==> src/rtl/uart_tx.sv <==
// uart_tx: FIFO-buffered asynchronous serial transmitter.
// Frame: start bit, DATA_ bits LSB first, optional parity, STOP_ stop bits.
// tx and busy come straight from flops; the FIFO flags are pointer-derived.
module uart_tx #(
  parameter int    CLK_   = 50000000,
  parameter int    BAUD_  = 115200,
  parameter int    BUFF_  = 64,
  parameter int    DATA_  = 8,
  parameter int    STOP_  = 1,
  parameter string PARITY = "none"
) (
  input  logic                    clk,
  input  logic                    rst_,
  input  logic                    wr_en,
  input  logic [DATA_-1:0]        wr_data,
  output logic                    full,
  output logic                    empty,
  output logic [$clog2(BUFF_):0]  level,
  output logic                    ovf,
  output logic                    busy,
  output logic                    tx
);

  localparam int DIV     = (CLK_ + BAUD_ / 2) / BAUD_;
  localparam int CW      = (DIV > 1) ? $clog2(DIV) : 1;
  localparam int AW      = $clog2(BUFF_);
  localparam int IW      = (DATA_ > 1) ? $clog2(DATA_) : 1;
  localparam bit HAS_PAR = (PARITY != "none");

  // Reject parameter sets the frame logic cannot honour.
  if (!(PARITY == "none" || PARITY == "even" || PARITY == "odd" ||
        PARITY == "mark" || PARITY == "space")) begin : g_bad_parity
    $error("uart_tx: PARITY must be none, even, odd, mark or space");
  end
  if (STOP_ != 1 && STOP_ != 2) begin : g_bad_stop
    $error("uart_tx: STOP_ must be 1 or 2");
  end
  if (DATA_ < 5 || DATA_ > 9) begin : g_bad_data
    $error("uart_tx: DATA_ must be 5..9");
  end
  if (BUFF_ < 2 || (BUFF_ & (BUFF_ - 1)) != 0) begin : g_bad_buff
    $error("uart_tx: BUFF_ must be a power of two >= 2");
  end

  typedef enum logic [2:0] {IDLE, START, DATA, PAR_BIT, STOP} state_t;

  // ---------------- FIFO ----------------
  logic [DATA_-1:0] mem [BUFF_];
  logic [AW:0]      wptr, rptr;
  logic [DATA_-1:0] head;
  logic             push, pop;
  state_t           state;

  assign empty = (wptr == rptr);
  assign full  = (wptr[AW] != rptr[AW]) && (wptr[AW-1:0] == rptr[AW-1:0]);
  assign level = wptr - rptr;
  assign head  = mem[rptr[AW-1:0]];
  // full is judged before the pop, so a write to a full FIFO always drops
  assign push  = wr_en && !full;
  assign pop   = (state == IDLE) && !empty;

  // Storage array, written on accepted pushes only.
  always_ff @(posedge clk) begin
    if (push) mem[wptr[AW-1:0]] <= wr_data;
  end

  // Pointers and the overflow pulse.
  always_ff @(posedge clk or negedge rst_) begin
    if (!rst_) begin
      wptr <= '0;
      rptr <= '0;
      ovf  <= 1'b0;
    end else begin
      if (push) wptr <= wptr + 1'b1;
      if (pop)  rptr <= rptr + 1'b1;
      ovf <= wr_en && full;
    end
  end

  // ---------------- parity of the head word ----------------
  logic par_calc;

  // Parity bit for the word about to be popped.
  always_comb begin
    par_calc = 1'b0;
    if (PARITY == "even")      par_calc = ^head;
    else if (PARITY == "odd")  par_calc = ~^head;
    else if (PARITY == "mark") par_calc = 1'b1;
  end

  // ---------------- frame FSM ----------------
  logic [CW-1:0]    cnt;
  logic [IW-1:0]    idx;
  logic             sidx;
  logic [DATA_-1:0] shift;
  logic             par;
  logic             last;

  assign last = (cnt == CW'(DIV - 1));

  // Frame sequencer; tx/busy are loaded with the value of the state being entered.
  always_ff @(posedge clk or negedge rst_) begin
    if (!rst_) begin
      state <= IDLE;
      cnt   <= '0;
      idx   <= '0;
      sidx  <= 1'b0;
      shift <= '0;
      par   <= 1'b0;
      tx    <= 1'b1;
      busy  <= 1'b0;
    end else begin
      case (state)
        IDLE: begin
          if (!empty) begin
            shift <= head;
            par   <= par_calc;
            cnt   <= '0;
            state <= START;
            tx    <= 1'b0;
            busy  <= 1'b1;
          end
        end
        START: begin
          if (last) begin
            cnt   <= '0;
            idx   <= '0;
            state <= DATA;
            tx    <= shift[0];
          end else cnt <= cnt + 1'b1;
        end
        DATA: begin
          if (last) begin
            cnt   <= '0;
            shift <= shift >> 1;
            if (idx == IW'(DATA_ - 1)) begin
              if (HAS_PAR) begin
                state <= PAR_BIT;
                tx    <= par;
              end else begin
                state <= STOP;
                sidx  <= 1'b0;
                tx    <= 1'b1;
              end
            end else begin
              idx <= idx + 1'b1;
              tx  <= shift[1];
            end
          end else cnt <= cnt + 1'b1;
        end
        PAR_BIT: begin
          if (last) begin
            cnt   <= '0;
            sidx  <= 1'b0;
            state <= STOP;
            tx    <= 1'b1;
          end else cnt <= cnt + 1'b1;
        end
        STOP: begin
          if (last) begin
            cnt <= '0;
            if (sidx == 1'(STOP_ - 1)) begin
              state <= IDLE;
              busy  <= 1'b0;
              tx    <= 1'b1;
            end else sidx <= sidx + 1'b1;
          end else cnt <= cnt + 1'b1;
        end
        default: begin
          state <= IDLE;
          tx    <= 1'b1;
          busy  <= 1'b0;
        end
      endcase
    end
  end

endmodule

==> config.mk <==
export PLATFORM = sky130hd
export DESIGN_NAME = uart_tx
export DESIGN_NICKNAME = d
export VERILOG_FILES = /design/src/rtl/uart_tx.sv
export SDC_FILE = /design/constraint.sdc
export NUM_CORES = 1
export LEC_CHECK = 0
export ABC_CLOCK_PERIOD_IN_PS = 3200
export CAP_MARGIN = 10
export CORE_MARGIN = 2
export CORE_UTILIZATION = 30
export DETAILED_ROUTE_END_ITERATION = 10
export PLACE_DENSITY_LB_ADDON = 0.1
export SKIP_LAST_GASP = 1
export SYNTH_ARGS = -nofsm -noshare
export SYNTH_HDL_FRONTEND = slang
export SYNTH_SLANG_ARGS = --single-unit
==> constraint.sdc <==
create_clock -name clk -period 3.2 [get_ports clk]
set_input_delay 0.64 -clock clk [delete_from_list [all_inputs] [get_ports clk]]
set_output_delay 0.64 -clock clk [all_outputs]
set_load 0.01 [all_outputs]
## Yosys cells after proc, flatten, opt, wreduce, memory -nomap -nowiden

Memory sizes are Yosys's and may differ from the RTL's.
Cells that the tools add are included.

| storage, ports and cells | value |
|---|---|
| register bits | 41 |
| RAM bits | 512 |
| output and inout port bits | 12 |
| memories kept | 1 |

Memory list:

| memory | depth | bits a word | rd ports | clocked after memory_dff | wr ports | line | source |
|---|---|---|---|---|---|---|---|
| mem | 64 | 8 | 1 | 0 | 1 | 48 | `logic [DATA_-1:0] mem [BUFF_];` |

| cells by class | value |
|---|---|
| add/sub/neg operators | 6 |
| eq/ne operators | 17 |
| mux-type cells | 38 |
| bitwise operators | 1 |
| reductions and logical operators | 20 |

Operator list:

| cell | count |
|---|---|
| 3-bit 2-to-1 mux | 10 |
| 9-bit 2-to-1 mux | 2 |
| 9-bit one-hot mux with 2 select lines | 1 |
| 1-bit 2-to-1 mux | 17 |
| 8-bit 2-to-1 mux | 2 |
| 2-bit != test, second input constant | 8 |
| 8-bit one-hot mux with 2 select lines | 1 |
| 3-bit one-hot mux with 5 select lines | 1 |
| 7-bit by 1-bit adder with 7-bit output, second input constant | 2 |
| 9-bit by 1-bit adder with 9-bit output, second input constant | 1 |
| 9-bit equality test, second input constant | 1 |
| 4-bit AND reduction | 2 |
| 7-bit equality test | 1 |
| 7-bit AND reduction | 1 |
| 7-bit subtractor | 1 |
| 3-bit by 2-bit equality test with 1-bit output, second input constant | 2 |
| 3-bit equality test, second input constant | 2 |
| 6-bit equality test | 1 |
| 1-bit one-hot mux with 3 select lines | 2 |
| 3-bit one-hot mux with 2 select lines | 1 |
| 6-bit AND reduction | 1 |
| 2-bit nonzero test | 3 |
| 1-bit one-hot mux with 5 select lines | 1 |
| 5-bit AND reduction | 1 |
| other kinds (13) | 17 |

## Logic depth before layout (Yosys ltp)

Gate-level depths: netlist of the first run.

| depth | value |
|---|---|
| depth in word-level cells | 6 |
| gate-level depth with buffers | 13 |
| gate-level depth less buffers | 9 |

## Least setup slack after synthesis of the first run

OpenSTA, ideal clock, no wires.

| timing path | value |
|---|---|
| path kind | register to register |
| start point | register rptr[2] |
| end point | memory mem[62][0] (enable) |
| setup time | 0.371 ns |
| arrival time | 2.755 ns |
| required time | 2.829 ns |
| path slack | 0.074 ns |
| cell stages (with the launch flop) | 12 |
| buffers on the path | 4 |
| period minus slack after synthesis | 3.126 ns |
| path through | dfrtp_1 clkbuf_1 inv_1 buf_2 buf_2 ha_1 nand4_1 nor3b_1 nor2b_1 clkbuf_1 nand4_1 nor2_1 |

| between the ends | value |
|---|---|
| cells in the longest elaborated chain, start to end | 6 |

RTL lines:

| item | line | source |
|---|---|---|
| start, declared | 49 | `logic [AW:0] wptr, rptr;` |
| start signal, assigned | 75 | `if (pop) rptr <= rptr + 1'b1;` |
| 6-bit equality test | 55 | `assign full = (wptr[AW] != rptr[AW]) && (wptr[AW-1:0] == rptr[AW-1:0]);` |
| 1-bit logical AND | 55 |  |
| named net full | 16 | `output logic full,` |
| 1-bit zero test | 59 | `assign push = wr_en && !full;` |
| 1-bit logical AND | 59 |  |
| 1-bit 2-to-1 mux | 64 | `if (push) mem[wptr[AW-1:0]] <= wr_data;` |
| 1-bit 2-to-1 mux (implied by the code) | 64 |  |
| end, declared | 48 |  |

The timed path passes the listed nets, and every way through them passes these cells.

## Worst setup path after layout of the first run

| timing path | value |
|---|---|
| start point | register rptr[0] |
| end point | output port level[6] |

| between the ends | value |
|---|---|
| cells in the longest elaborated chain, start to end | 1 |

RTL lines:

| item | line | source |
|---|---|---|
| 7-bit subtractor | 56 | `assign level = wptr - rptr;` |
| end, declared | 18 | `output logic [$clog2(BUFF_):0] level,` |

Every way passes these cells.

==> qor.txt, run 1 <==
Status: finished, final reports clean
First-pass DRT Iterations: 5
Top post-synthesis cells by area: edfxtp_1 (69%), mux4_2 (9.1%), dfrtp_1 (4.4%)
Setup ws final: 0.1058 ns
Final hold violation count: 0
Global Route Usage Sum: 15.53%
Synth top cells by count: edfxtp_1 (512), nor2_1 (102), mux4_2 (90), mux2i_1 (58), nand2_1 (57)
Yosys top cell area share: 69.10%
FF+latch count, synth: 552
Mapped Nets: 1240
Final setup viols: 0
Most common cell in the netlist: edfxtp_1
Sequential fraction of the synthesis area: 73.60%
EDFF count, synth: 512
DRC viols: 0
Hold Path Class: primary input to asynchronous set/reset pin
Worst reg2reg startpoint: rptr[0]
Max Freq: 323.2 MHz
First-pass GRT wire length: 86660 um
Worst Path Arrival: 2.45 ns
Final ANT Viol Nets: 0
Min Tclk post-route: 3.094 ns
Layout area overhead: 16.05%
CTS Buf Count: 61
Clk_skew: 0.02713 ns
Ant. Diodes: 0
Relative slew slack: 21.58%
CTS tree: yes
Ys async rst share: 7.246%
Vias/cell: 4.920
Synth warn: 0
Share of power burned in registers: 40.6%
Starting density of the core: 30.40%
Power share of the clock group: 31.0%
Part of the power in combinational logic: 28.4%
Reg2reg path depth: 7
Synth cell types: 57
Pre-CTS WS: 0.1702 ns
Clock Pin Slew Worst Setup and Hold Paths: 0.06 ns
Max Root-Sink Buffers: 3
Maximum number of pins on one net before global-route repair: 86
Max-Cap Viols: 0
Setup TNS: 0 ns
WHS: 0.02401 ns
Max H-tree Level: 2
Worst Tran Pin Value: 1.176 ns
Crit Path Max Fanout: 2
DRT Wirelength: 59100 um
Final Power: 20.87 mW
Net Sw Frac: 30.86%
Crit path required time: 2.56 ns
# hold bufs at CTS: 0
Worst IR Drop VDD: 464.9 uV
IO buf count: 22
RSZ-0062 raised after global routing: yes
Reg-to-reg endpoint: shift[6]
Cell Int Power: 14.43 mW
Setup crit end: level[6]
Synth Instances: 1216
Pwr/cell area: 808.3 nW/um^2
Worst Setup Start Kind: flop
Leakage Power: 8.522 nW
Critical path endpoint category: output port
Synth area leader: edfxtp_1
Area of the core: 73210 sq um
Antenna violations before repair: 1
Global route overflow: 0
Std cell rows: 99
Sink Count: 552
Crit path kind: flop to output port
Die Area: 76370 sq um
Vias: 11490
Post-synth top flop: edfxtp_1
Clock latency on the worst-skew pair: 0.63 ns
Register-to-register setup slack: 0.19 ns
Drt first-iter violations: 792
Part of the cycle the worst path needs: 96.69%
Io pins: 23
Fin. max-slew vios: 0
Vias in the first global route: 12040
Final HPWL DP: 36570 um
Root Driver: clkbuf_16
Die height: 276.3 um
Fillcell total: 6867
Syn_area_per_cell: 18.30 sq um
Psw: 6.442 mW
Share of cells above drive strength 1: 22.95%
Wirelength per Cell: 25.30 um
RePlAce Congestion: 0.7704
Mapped Area: 22250 sq um
Fin nets: 1353
Worst setup path startpoint: rptr[0]
Die Wd: 276.3 um
registers in the layout, summed over array words and instances, names as in the netlist, 3 cells and up:
| register | count |
|---|---|
| cnt | 9 |
| idx | 3 |
| mem | 512 |
| rptr | 7 |
| shift | 8 |
| state | 3 |
| wptr | 7 |
cell usage in the layout, fill, tap and decap left out, types with 3 or more instances in the layout:
| cell type | instances |
|---|---|
| edfxtp_1 | 512 |
| nor2_1 | 102 |
| mux4_2 | 90 |
| buf_4 | 87 |
| clkbuf_16 | 61 |
| mux2i_1 | 58 |
| nand2_1 | 57 |
| dfrtp_1 | 35 |
| nand3_1 | 25 |
| o21ai_0 | 24 |
| a21oi_1 | 22 |
| mux2_2 | 21 |
| a22oi_1 | 17 |
| clkinv_1 | 17 |
| o22ai_1 | 16 |
| nor3_1 | 16 |
| clkbuf_1 | 16 |
| xnor2_1 | 13 |
| inv_1 | 12 |
| buf_2 | 11 |
| a221oi_1 | 10 |
| ha_1 | 10 |
| a22o_1 | 9 |
| nor4_1 | 9 |
| clkinv_2 | 9 |
| nand4_1 | 8 |
| mux4_1 | 8 |
| xor2_1 | 7 |
| clkdlybuf4s50_1 | 7 |
| a2111oi_0 | 6 |
| buf_12 | 6 |
| nor2b_1 | 5 |
| and3_1 | 5 |
| nand3b_1 | 4 |
| or4_1 | 4 |
| inv_2 | 3 |
| o31ai_1 | 3 |
worst max-delay path, cell delays in order (launching register included):
cell      delay (ns)
dfrtp_4         0.49
ha_4            0.17
fa_2            0.37
inv_2           0.06
a21oi_2         0.04
o21bai_1        0.18
a21o_1          0.14
a21oi_1         0.07
xor2_1          0.15
buf_2           0.15
layer usage:
layer / wire length (um) / global-route usage [%]
met5: 10 / 0
met4: 1561 / 4.736
met3: 2260 / 2.552
met2: 27860 / 25.00
met1: 27410 / 21.56
power groups by stage:
stage          registers [mW]  clock network, mW  logic (mW)
3_3_place_gp             8.60                  0        6.10
2_1_floorplan            8.55                  0        3.99
5_1_grt                  8.50               6.91        6.45
6_report                 8.47               6.47        5.94
4_1_cts                  8.46               6.67        6.09
3_5_place_dp             8.61                  0        6.08
through the flow:
stage                     util [%]  std cells  cell area, sq um
final                        35.27       2336             25820
after global placement       32.72       2222             23950
after CTS                    35.23       2335             25790
after detailed placement     32.72       2222             23950
after global routing         35.27       2336             25820
after floorplan                  -       1216             22250
how the worst min path moves through the flow:
stage,start,endpoint,slack (ns)
after global placement,busy,busy,0.47
after global routing,rst_,wptr[4],0.04
after CTS,rst_,wptr[3],0.005
after floorplan,rst_,busy,0.34
final,rst_,wptr[4],0.02
after detailed placement,wptr[6],wptr[6],0.48
final cells by class:
class                   instances  area (sq um)  area share [%]
flip-flops and latches        552         16390           63.46
repair buffers                115         937.1           3.629
well taps                     959          1200           4.647
clock buffers                  77          1587           6.144
clock inverters                34         235.2          0.9109
inverters                      15         56.30          0.2180
multi-input cells             584          5421           20.99
what timing repair did:
action                     4_1_cts  5_1_grt
buffers inserted                 2        3
setup endpoints to repair        6        5
resized for setup               10       15
pin swaps                        1        6
kinds of logic after synthesis:
group | after synthesis | synth area share, %
AND/OR/NAND/NOR | 250 | 5.151
buffers and inverters | 80 | 2.232
adder cells (fa/ha/maj) | 13 | 0.7647
multiplexers | 177 | 13.73
flip-flops | 552 | 73.60
AO/OA/AOI/OAI | 124 | 3.739
XOR/XNOR | 20 | 0.7872
(Power assumes the default switching activity.)
==> inputs of run 2 (changes only) <==
Settings changed: MAX_ROUTING_LAYER set to met4.
==> run 2 against run 1 <==
Effect of this change: register-to-register slack worse by 0.04 ns; clock skew grew 0.0024 ns; sequential share of layout area about the same; clock power hardly changed; cell area barely moved; count of clock-buffer cells in the layout is the same; first-iteration DRC count down 1.1%; wire length increased by 0.28%; setup slack got worse by 0.0031 ns; power hardly changed; largest cell class unchanged; highest routed layer is now met4.
==> qor.txt, run 2 (same netlist as run 1, synthesis figures left out) <==
CTS Buf Count: 61
Final ANT Viol Nets: 0
Non-filler cells, final: 2337
Leakage Power: 8.522 nW
Pwr/cell area: 808.8 nW/um^2
Global route overflow: 0
Maximum number of pins on one net before global-route repair: 86
Final Power: 20.89 mW
Wirelength per Cell: 25.36 um
DRC viols: 0
RSZ-0062 raised after global routing: yes
Area of the core: 73210 sq um
Vias/cell: 4.919
Reg-to-reg endpoint: shift[6]
# hold bufs at CTS: 0
Antenna violations before repair: 1
Register-to-register setup slack: 0.15 ns
Die Wd: 276.3 um
Clock latency on the worst-skew pair: 0.64 ns
Final HPWL DP: 36570 um
Starting density of the core: 30.40%
Share of cells above drive strength 1: 22.95%
Reg2reg path depth: 7
Sink Count: 552
RePlAce Congestion: 0.7808
Max Freq: 322.9 MHz
DRT Wirelength: 59270 um
Io pins: 23
Part of the cycle the worst path needs: 96.79%
Drt first-iter violations: 783
First-pass GRT wire length: 86680 um
Die Area: 76370 sq um
Final hold violation count: 0
Most common cell after layout, fill and taps aside: edfxtp_1
Vias: 11500
Hold Path Class: primary input to asynchronous set/reset pin
Worst IR Drop VDD: 464.8 uV
Max FFs per register: 512
Final setup viols: 0
Fin nets: 1353
Layout area overhead: 16.06%
Setup TNS: 0 ns
Crit path kind: flop to output port
IO buf count: 22
Max-Cap Viols: 0
Crit Path Max Fanout: 2
Fin. max-slew vios: 0
Max H-tree Level: 2
Critical path endpoint category: output port
Root Driver: clkbuf_16
Clock Pin Slew Worst Setup and Hold Paths: 0.06 ns
Std cell rows: 99
Worst reg2reg startpoint: rptr[0]
Die height: 276.3 um
Commonest cells after routing, fill and taps aside: edfxtp_1 (512), nor2_1 (102), mux4_2 (90)
Fillcell total: 6867
Relative slew slack: 21.59%
Vias in the first global route: 12030
Crit path max-delay cell type: dfrtp_4
Inst Count DP: 2222
Status: finished, final reports clean
WP buf/inv: 2
Worst Tran Pin Value: 1.176 ns
Crit path required time: 2.56 ns
Clk_skew: 0.02958 ns
Worst Setup Start Kind: flop
Top delay family on crit path: adder cells
Slowest cell delay on critical path: 0.49 ns
CTS tree: yes
Worst Path Arrival: 2.46 ns
Crit-path cells: ha_4, fa_2, inv_2, a21oi_2, o21bai_1, a21o_1, a21oi_1, xor2_1, buf_2
First-pass DRT Iterations: 5
Min Tclk post-route: 3.097 ns
Max Root-Sink Buffers: 3
Global Route Usage Sum: 16.02%
## run 2: cell type report
type | count | area, sq um | share of cell area [%]
clock buffer | 77 | 1587 | 6.143
timing repair buffer | 115 | 937.1 | 3.629
clock inverter | 34 | 235.2 | 0.9108
sequential | 552 | 16390 | 63.45
inverter | 15 | 56.30 | 0.2180
tap | 959 | 1200 | 4.646
antenna | 1 | 2.502 | 0.009689
multi-input combinational | 584 | 5421 | 20.99
## run 2: worst max path at each step
stage,startpoint,to,slack (ns),cells past startpoint
after floorplan,rptr[2],mem[62][0],0.07,11
after global placement,rptr[0],shift[6],0.16,7
after detailed placement,rptr[0],shift[6],0.17,7
after CTS,rptr[0],level[6],-0.12,9
after global routing,rptr[0],level[6],-0.06,9
final,rptr[0],level[6],0.10,9
## run 2: power breakdown
group          total (mW)  switching (mW)  internal, mW
combinational        5.95            3.45          2.49
clock                6.47            2.83          3.65
sequential           8.47           0.179          8.29
## run 2: what timing repair did
item	in CTS	in global routing
setup buffers	2	3
cloned	0	0
endpoints found under the setup margin	6	5
endpoints found under the hold margin	0	0
pin swaps	1	6
gates resized for setup	10	15
## run 2: worst reg2reg max path, delay by kind of cell (launching register included)
family | cells | cell delay [ns]
multiplexers | 2 | 0.88
buffers and inverters | 2 | 0.58
flip-flops | 1 | 0.42
AO/OA/AOI/OAI | 2 | 0.41
AND/OR/NAND/NOR | 1 | 0.61
## run 2: per-layer routing
layer | global-route usage (%) | vias up | part of all wire, %
li1 | - | 5117 | -
met1 | 21.53 | 6053 | 46
met2 | 25.11 | 226 | 47
met3 | 2.518 | 99 | 3.8
met4 | 4.736 | 0 | 2.6
met5 | - | - | 0
## run 2: stage by stage
| stage | util [%] | hold WS [ns] | setup WS (ns) | area (sq um) |
|---|---|---|---|---|
| final | 35.28 | 0.02782 | 0.1027 | 25830 |
| after CTS | 35.23 | 0.004855 | -0.1216 | 25790 |
| after global placement | 32.72 | 0.4701 | 0.1594 | 23950 |
| after floorplan | - | 0.3444 | 0.07435 | 22250 |
| after detailed placement | 32.72 | 0.4786 | 0.1702 | 23950 |
| after global routing | 35.28 | 0.03992 | -0.05975 | 25830 |
==> inputs of run 3 (changes only) <==
Settings changed: CORE_UTILIZATION 30 to 56, RECOVER_POWER set to 25, SLEW_MARGIN set to 10.
==> run 3 against run 2 <==
Effect of this change: wire length decreased by 16%; clock skew down 0.014 ns; sequential power about the same; largest cell class unchanged; the run now ends with max-capacitance violations, max-slew violations left; largest power group unchanged; non-clock buffer count down 28; global-route usage increased by 9.6 points; die area decreased by 46%; power up 0.61%.
==> qor.txt, run 3 (same netlist as run 1, synthesis figures left out) <==
Vias: 11470
Maximum number of pins on one net before global-route repair: 97
Most common cell after layout, fill and taps aside: edfxtp_1
WHS: 0.4805 ns
RSZ-0062 raised after global routing: yes
Layout area overhead: 12.78%
First-pass DRT Iterations: 5
Global Route Usage Sum: 25.63%
Ant. Diodes: 0
Critical path endpoint category: output port
Relative slew slack: -51.15%
Crit path max-delay cell type: dfrtp_4
Max Freq: 321.3 MHz
Final ANT Viol Nets: 0
Share of cells above drive strength 1: 21.08%
Max H-tree Level: 2
Antenna violations before repair: 0
RePlAce Congestion: 0.8472
Max Root-Sink Buffers: 3
Clock latency on the worst-skew pair: 0.60 ns
Root Driver: clkbuf_16
Drt first-iter violations: 1081
Final hold violation count: 0
Die Area: 41350 sq um
Max-Cap Viols: 4
Pwr/cell area: 837.5 nW/um^2
Die height: 203.3 um
Std cell rows: 73
CTS tree: yes
Worst Path Arrival: 2.47 ns
Placed instance area: 23140 sq um
Io pins: 23
Clock Pin Slew Worst Setup and Hold Paths: 0.06 ns
Worst Setup Start Kind: flop
Fin. max-slew vios: 151
Commonest cells after routing, fill and taps aside: edfxtp_1 (512), nor2_1 (95), mux4_2 (90)
Crit path kind: flop to output port
Cell repeated most along the worst path: a21oi_1
Final HPWL DP: 31180 um
DRT Wirelength: 49580 um
Leakage Power: 8.335 nW
Vias in the first global route: 11600
Crit-path cells: ha_1, fa_2, inv_1, a21oi_1, o21bai_1, a21o_1, a21oi_1, xor2_1, clkbuf_2
Hold Path Class: primary input to flop
Final Power: 21.02 mW
Crit path required time: 2.56 ns
Core Util, Final: 63.60%
First-pass GRT wire length: 74690 um
Min Tclk post-route: 3.113 ns
Sink Count: 552
Slowest cell delay on critical path: 0.49 ns
Vias/cell: 6.157
Wirelength per Cell: 26.61 um
Worst Tran Pin Value: 2.267 ns
Starting density of the core: 56.39%
Failing checks: max-capacitance violations, max-slew violations
Part of the cycle the worst path needs: 97.27%
CTS Buf Count: 54
Status: complete, but fails checks
Register-to-register setup slack: 0.17 ns
Final instance area: 25090 sq um
Global route overflow: 0
IO buf count: 22
Fin nets: 1318
Die Wd: 203.3 um
# hold bufs at CTS: 0
Area of the core: 39460 sq um
Max FFs per register: 512
Crit Path Max Fanout: 2
Final setup viols: 0
Worst IR Drop VDD: 573.7 uV
DRC viols: 0
Clk_skew: 0.01578 ns
## run 3: worst paths after layout
kind                            startpoint    endpoint  depth (start not counted)
worst max-delay path               rptr[0]    level[6]                          9
worst min-delay path            wr_data[0]  mem[37][0]                          1
worst max register to register     rptr[1]  mem[25][4]                          9
worst min register to register        busy        busy                          2
max in group asynchronous             rst_     rptr[1]                          1
min in group asynchronous             rst_         ovf                          1
## run 3: repair_timing
action / in CTS / in global routing
endpoints found under the setup margin: 5 / 101
setup buffers: 1 / 5
resized for setup: 9 / 17
endpoints found under the hold margin: 0 / 0
pin swaps: 1 / 3
## run 3: area by class of cell
type,count,area (sq um)
clock buffer,66,1460
timing repair buffer,87,659.4
sequential,552,16390
inverter,15,56.30
multi-input combinational,584,5418
fill,2772,14360
clock inverter,34,457.9
tap,525,656.9
## run 3: critical path: cells and delay by family (launching register included)
kind            cells  cell delay [ns]
fa+ha+maj           2             0.57
flops               1             0.49
compound gates      4             0.45
buf+inv             2             0.21
xor+xnor            1             0.15
## run 3: metal layers
layer / global-route usage, % / vias up / share of wire, %
met4: 6.204 / 0 / 1.9
met5: - / - / 0
li1: - / 5046 / -
met1: 36.24 / 5921 / 43
met2: 38.13 / 429 / 47
met3: 6.360 / 74 / 8.0
## run 3: through the flow
| stage | setup WS, ns | instances | setup TNS [ns] |
|---|---|---|---|
| floorplan | 0.07435 | 1216 | 0 |
| global placement | 0.1465 | 1757 | 0 |
| detailed placement | 0.1431 | 1757 | 0 |
| CTS | -0.1410 | 1858 | -0.1934 |
| global route | -0.05406 | 1863 | -0.1473 |
| finish | 0.08722 | 1863 | 0 |
## run 3: where the power goes
group	switching, mW	internal (mW)	total, mW
logic	3.29	2.47	5.76
registers	0.185	8.29	8.48
clock network	2.65	4.13	6.78
==> edit 1 (config.mk and constraints of run 2) <==
The parameter `CLK_` goes from 50000000 to 100000000.
--- a/src/rtl/uart_tx.sv
+++ b/src/rtl/uart_tx.sv
@@ -4,3 +4,3 @@
 module uart_tx #(
-  parameter int    CLK_   = 50000000,
+  parameter int    CLK_   = 100000000,
   parameter int    BAUD_  = 115200,
Check against the original RTL: same outputs for any inputs over 4 cycles, from zero or initial values and one cycle with rst_ low; that may be too few to reach the edited logic, so the function may still have changed.
==> edit 1 against run 2 <==
Design area rose by 2.1%; worst setup slack worse by 0.039 ns; sequential cell count rose by 1; total power grew 8.9%; clock power rose by 3.9%; synthesized area fell by 0.64%; critical path depth shrank 5; die area fell by 0.63%; cell count is 3.6% higher; clock skew decreased by 0.0023 ns; sequential share of layout area shrank 1.2 points; non-clock buffer count is 54 higher; routed wire length is 2.3% higher; critical endpoint is now level[2]; highest routed layer unchanged.
==> edit 1: results (changes against run 2) <==
| Metric | Value |
|---|---|
| Outcome | complete, no violations |
| Pre-CTS WS | 0.220 ns (+0.0498 ns) |
| Met1 wire length | 28000 microns (+2.3%) |
| Non-Filler Instances | 2421 (+3.6%) |
| Initial drt markers | 1048 (+34%) |
| Final WL | 60700 microns (+2.3%) |
| Via count | 11.8k (+2.8%) |
| Fillers | 6800 (-0.98%) |
| Sequential area share after synthesis | 74.2% (+0.59 points) |
| GRT Overall Usage | 16.8% (+0.74 points) |
| DR WL met2 | 29100 microns (+3.6%) |
| Top cells by area, synth | edfxtp_1 70%, mux4_2 8.4%, dfrtp_1 4.5% |
| Clock Path Buffers | 3 (unchanged) |
| Largest net degree at the start of global routing | 69 (-20%) |
| Crit path max-delay cell type | clkdlybuf4s50_1 |
| NetSw | 7460 uW (+16%) |
| Worst Setup EP | level[2] |
| Crit-path leading delay family | buffers and inverters |
| Routability cong. | 0.767 (-1.8%) |
| Share of layout cells above drive strength 1 | 25.1% (+2.2 points) |
| CP peak stage delay | 0.59 ns (+0.10 ns) |
| Global routing usage on met1 | 22.9% (+1.4 points) |
| Final Skew | 0.0273 ns (-0.00226 ns) |
| Global Route met2 Usage | 26.3% (+1.2 points) |
| Final net count | 1436 (+6.1%) |
| Routing usage on met3 | 2.58% (+0.057 points) |
| Post-DP Area | 24400 sq um (+2.0%) |
| Sw Share | 32.8% (+1.9 points) |
| Final min period | 3.14 ns (+0.0392 ns) |
| Maximum vdd ir drop | 575 uV (+24%) |
| Reg-to-Reg End | shift[0]$_DFFE_PN0P_ |
| Post-DP HPWL | 38400 microns (+5.0%) |
| Reg2reg setup slack | 0.21 ns (+0.06 ns) |
| DP Cell Count | 2306 (+3.8%) |
| Number of antenna diodes | 0 (-1) |
| Final hold slack | 0.0803 ns (+0.0525 ns) |
| Synth Area per Inst | 17.7 sq um (-3.0%) |
| Comb pwr share | 33.1% (+4.6 points) |
| Pleak | 0.00894 uW (+5.0%) |
| Clock Pin Slew Worst Setup and Hold Paths | 0.06 ns (about the same) |
| Reg power frac | 37.4% (-3.1 points) |
| Initial antenna violation count | 0 (-1) |
| Global-route wire length before repair | 88400 microns (+2.0%) |
| Metal3 WL | 2440 microns (+9.3%) |
| Post-synth ARST share | 7.41% (+0.17 points) |
| Post-Syn Nets | 1269 (+2.3%) |
| Relative slew slack | 38.5% (+17 points) |
## edit 1: changes by cell type after synthesis, sizes merged, moves of 5 or more
cell,change
mux2,-10
nor3,-12
nor2,-9
clkbuf,+5
nor2b,+6
o21ai,+17
a22o,-6
nand2,+12
mux2i,+38
mux4,-16
a211oi,+11
buf,-5
## edit 1: layout make-up
class	instances	area (sq um)	area share [%]
clock buffers	80	1640	6.22
multi-input cells	615	5480	20.8
clock inverters	32	255	0.968
well taps	959	1200	4.55
repair buffers	169	1330	5.05
flip-flops and latches	553	16400	62.2
inverters	13	50.0	0.190
## edit 1: kinds of logic after synthesis
family / share of synthesized area, %
compound gates: 4.77
xor+xnor: 0.713
fa+ha+maj: 0.713
buf+inv: 1.52
flops: 74.2
mux: 13.3
simple gates: 4.84
## edit 1: timing repair
item	in CTS	in global routing
pin swaps	2	2
hold buffers	0	0
buffers inserted	2	1
setup endpoints to repair	6	6
gates resized for setup	8	14
==> edit 2 (settings of run 2) <==
Without the edit above. Re-encode `state_t` (5 states) as one-hot, 5 bits wide.
--- a/src/rtl/uart_tx.sv
+++ b/src/rtl/uart_tx.sv
@@ -44,3 +44,3 @@
 
-  typedef enum logic [2:0] {IDLE, START, DATA, PAR_BIT, STOP} state_t;
+  typedef enum logic [4:0] {IDLE = 5'b00001, START = 5'b00010, DATA = 5'b00100, PAR_BIT = 5'b01000, STOP = 5'b10000} state_t;
 
Formal check against the unedited RTL: same outputs for any inputs over 4 cycles, from zero or initial values and one cycle with rst_ low; so few cycles prove little.
==> edit 2 against run 2 <==
Clock power rose by 8.0%; synthesized area up 0.66%; routed wire length barely moved; total power rose by 9.6%; combinational power is 24% higher; worst setup slack lost 0.087 ns; design area rose by 1.9%; sequential cell count rose by 1; critical path type is now flip-flop to flip-flop.
==> edit 2: results (changes against run 2) <==
| Metric | Value |
|---|---|
| Netlist cell types | 60 (+5.3%) |
| Final net count | 1393 (+3.0%) |
| Initial antenna violation count | 1 (unchanged) |
| Top cells by area, synth | edfxtp_1 69%, mux4_2 6.6%, mux2i_1 4.6% |
| Crit Path Max Fanout | 24 (+22) |
| DP Cell Count | 2266 (+2.0%) |
| Vias in the first global route | 12.2k (+1.7%) |
| WP data arrival | 3.65 ns (+1.19 ns) |
| Share of layout cells above drive strength 1 | 20.6% (-2.3 points) |
| Post-synth ARST share | 7.41% (+0.17 points) |
| R2R depth | 8 (+1) |
| Top cells by count, synth | 512 x edfxtp_1, 104 x mux2i_1, 94 x nor2_1 |
| Maximum vdd ir drop | 418 uV (-10%) |
| Total CTS buffers | 66 (+8.2%) |
| Post-DP Area | 24300 sq um (+1.3%) |
| Final hold slack | 0.0679 ns (+0.0401 ns) |
| CP peak stage delay | 0.71 ns (+0.22 ns) |
| DR vias/cell | 4.92 (about the same) |
| WL/cell | 24.8 microns (-2.2%) |
| Comb pwr share | 32.2% (+3.7 points) |
| Final min period | 3.18 ns (+0.0867 ns) |
| Clock Pin Slew Worst Setup and Hold Paths | 0.06 ns (about the same) |
| Clock Power Share | 30.6% (-0.4 points) |
| Post-DP HPWL | 37600 microns (+2.9%) |
| Hold Path Class | primary input to async pin |
| Skew-Pair Late Insertion Delay | 0.60 ns (-0.04 ns) |
| Global-route wire length before repair | 86900 microns (+0.23%) |
| Power density over the cells | 870 nW/um^2 (+7.6%) |
| Relative slew slack | 31.2% (+9.6 points) |
| Pre-CTS WS | 0.126 ns (-0.0438 ns) |
| Crit path max-delay cell type | o311ai_0 |
| GRT Overall Usage | 16.0% (+0.022 points) |
| Initial drt markers | 875 (+12%) |
| Final WL | 59200 microns (about the same) |
| Routability cong. | 0.764 (-2.2%) |
| Largest net degree at the start of global routing | 71 (-17%) |
| EDFF count, synth | 512 (unchanged) |
| # H-tree levels | 3 (+1) |
| Number of antenna diodes | 0 (-1) |
| Pint | 15400 uW (+6.9%) |
| Die Area | 76900 sq um (+0.65%) |
| Final Skew | 0.0207 ns (-0.00891 ns) |
| Fillers | 6977 (+1.6%) |
| Post-Synthesis Cells | 1261 (+3.7%) |
| Launch point of the worst path | rptr[0]$_DFFE_PN0P_ |
| Reg2reg setup slack | 0.02 ns (-0.13 ns) |
| Number of synthesis warnings | 0 (unchanged) |
| Sequential area share after synthesis | 73.2% (-0.37 points) |
| Pleak | 0.00873 uW (+2.4%) |
| Worst Setup EP | shift[7]$_DFFE_PN0P_ |
| Outcome | complete, no violations |
## edit 2: timing repair
item | 4_1_cts | 5_1_grt
setup endpoints to repair | 5 | 4
setup buffers | 0 | 4
pin swaps | 0 | 7
cloned | 0 | 0
resized for setup | 6 | 12
hold endpoints to repair | 0 | 0
## edit 2: how the worst min path moves through the flow
stage / depth (start not counted) / from / end
floorplan: 0 / rst_ / busy$_DFFE_PN0P_
detailed placement: 1 / cnt[8]$_DFFE_PN0P_ / cnt[8]$_DFFE_PN0P_
CTS: 1 / rst_ / wptr[5]$_DFFE_PN0P_
finish: 1 / rst_ / rptr[6]$_DFFE_PN0P_
global placement: 1 / cnt[8]$_DFFE_PN0P_ / cnt[8]$_DFFE_PN0P_
global route: 1 / rst_ / rptr[6]$_DFFE_PN0P_
## edit 2: cell type report
class	count	area [sq um]	share of cell area, %
Sequential cell	553	16400	62.4
Clock inverter	36	220	0.837
Clock buffer	83	1780	6.76
Timing Repair Buffer	110	961	3.65
Multi-Input combinational cell	623	5670	21.5
Inverter	15	57.6	0.219
Tap cell	969	1210	4.61
## edit 2: cells by family after synthesis
family / count (synthesis) / share of synthesized area (%)
XOR/XNOR: 20 / 0.782
buffers and inverters: 85 / 2.12
AND/OR/NAND/NOR: 242 / 5.01
multiplexers: 190 / 13.4
flip-flops: 553 / 73.2
adder cells (fa/ha/maj): 13 / 0.760
AO/OA/AOI/OAI: 158 / 4.67
## edit 2: worst max-delay path, delay by kind of cell (launching register included)
kind | cells | cell delay, ns
AO/OA/AOI/OAI | 3 | 1.18
AND/OR/NAND/NOR | 2 | 0.16
multiplexers | 1 | 0.65
flip-flops | 1 | 0.43
buffers and inverters | 2 | 0.61
## edit 2: per-layer routing
metal	routed length, microns	global-route usage, %
met2	28000	24.8
met3	1940	2.51
met5	0	-
met4	1350	4.99
met1	27900	21.7
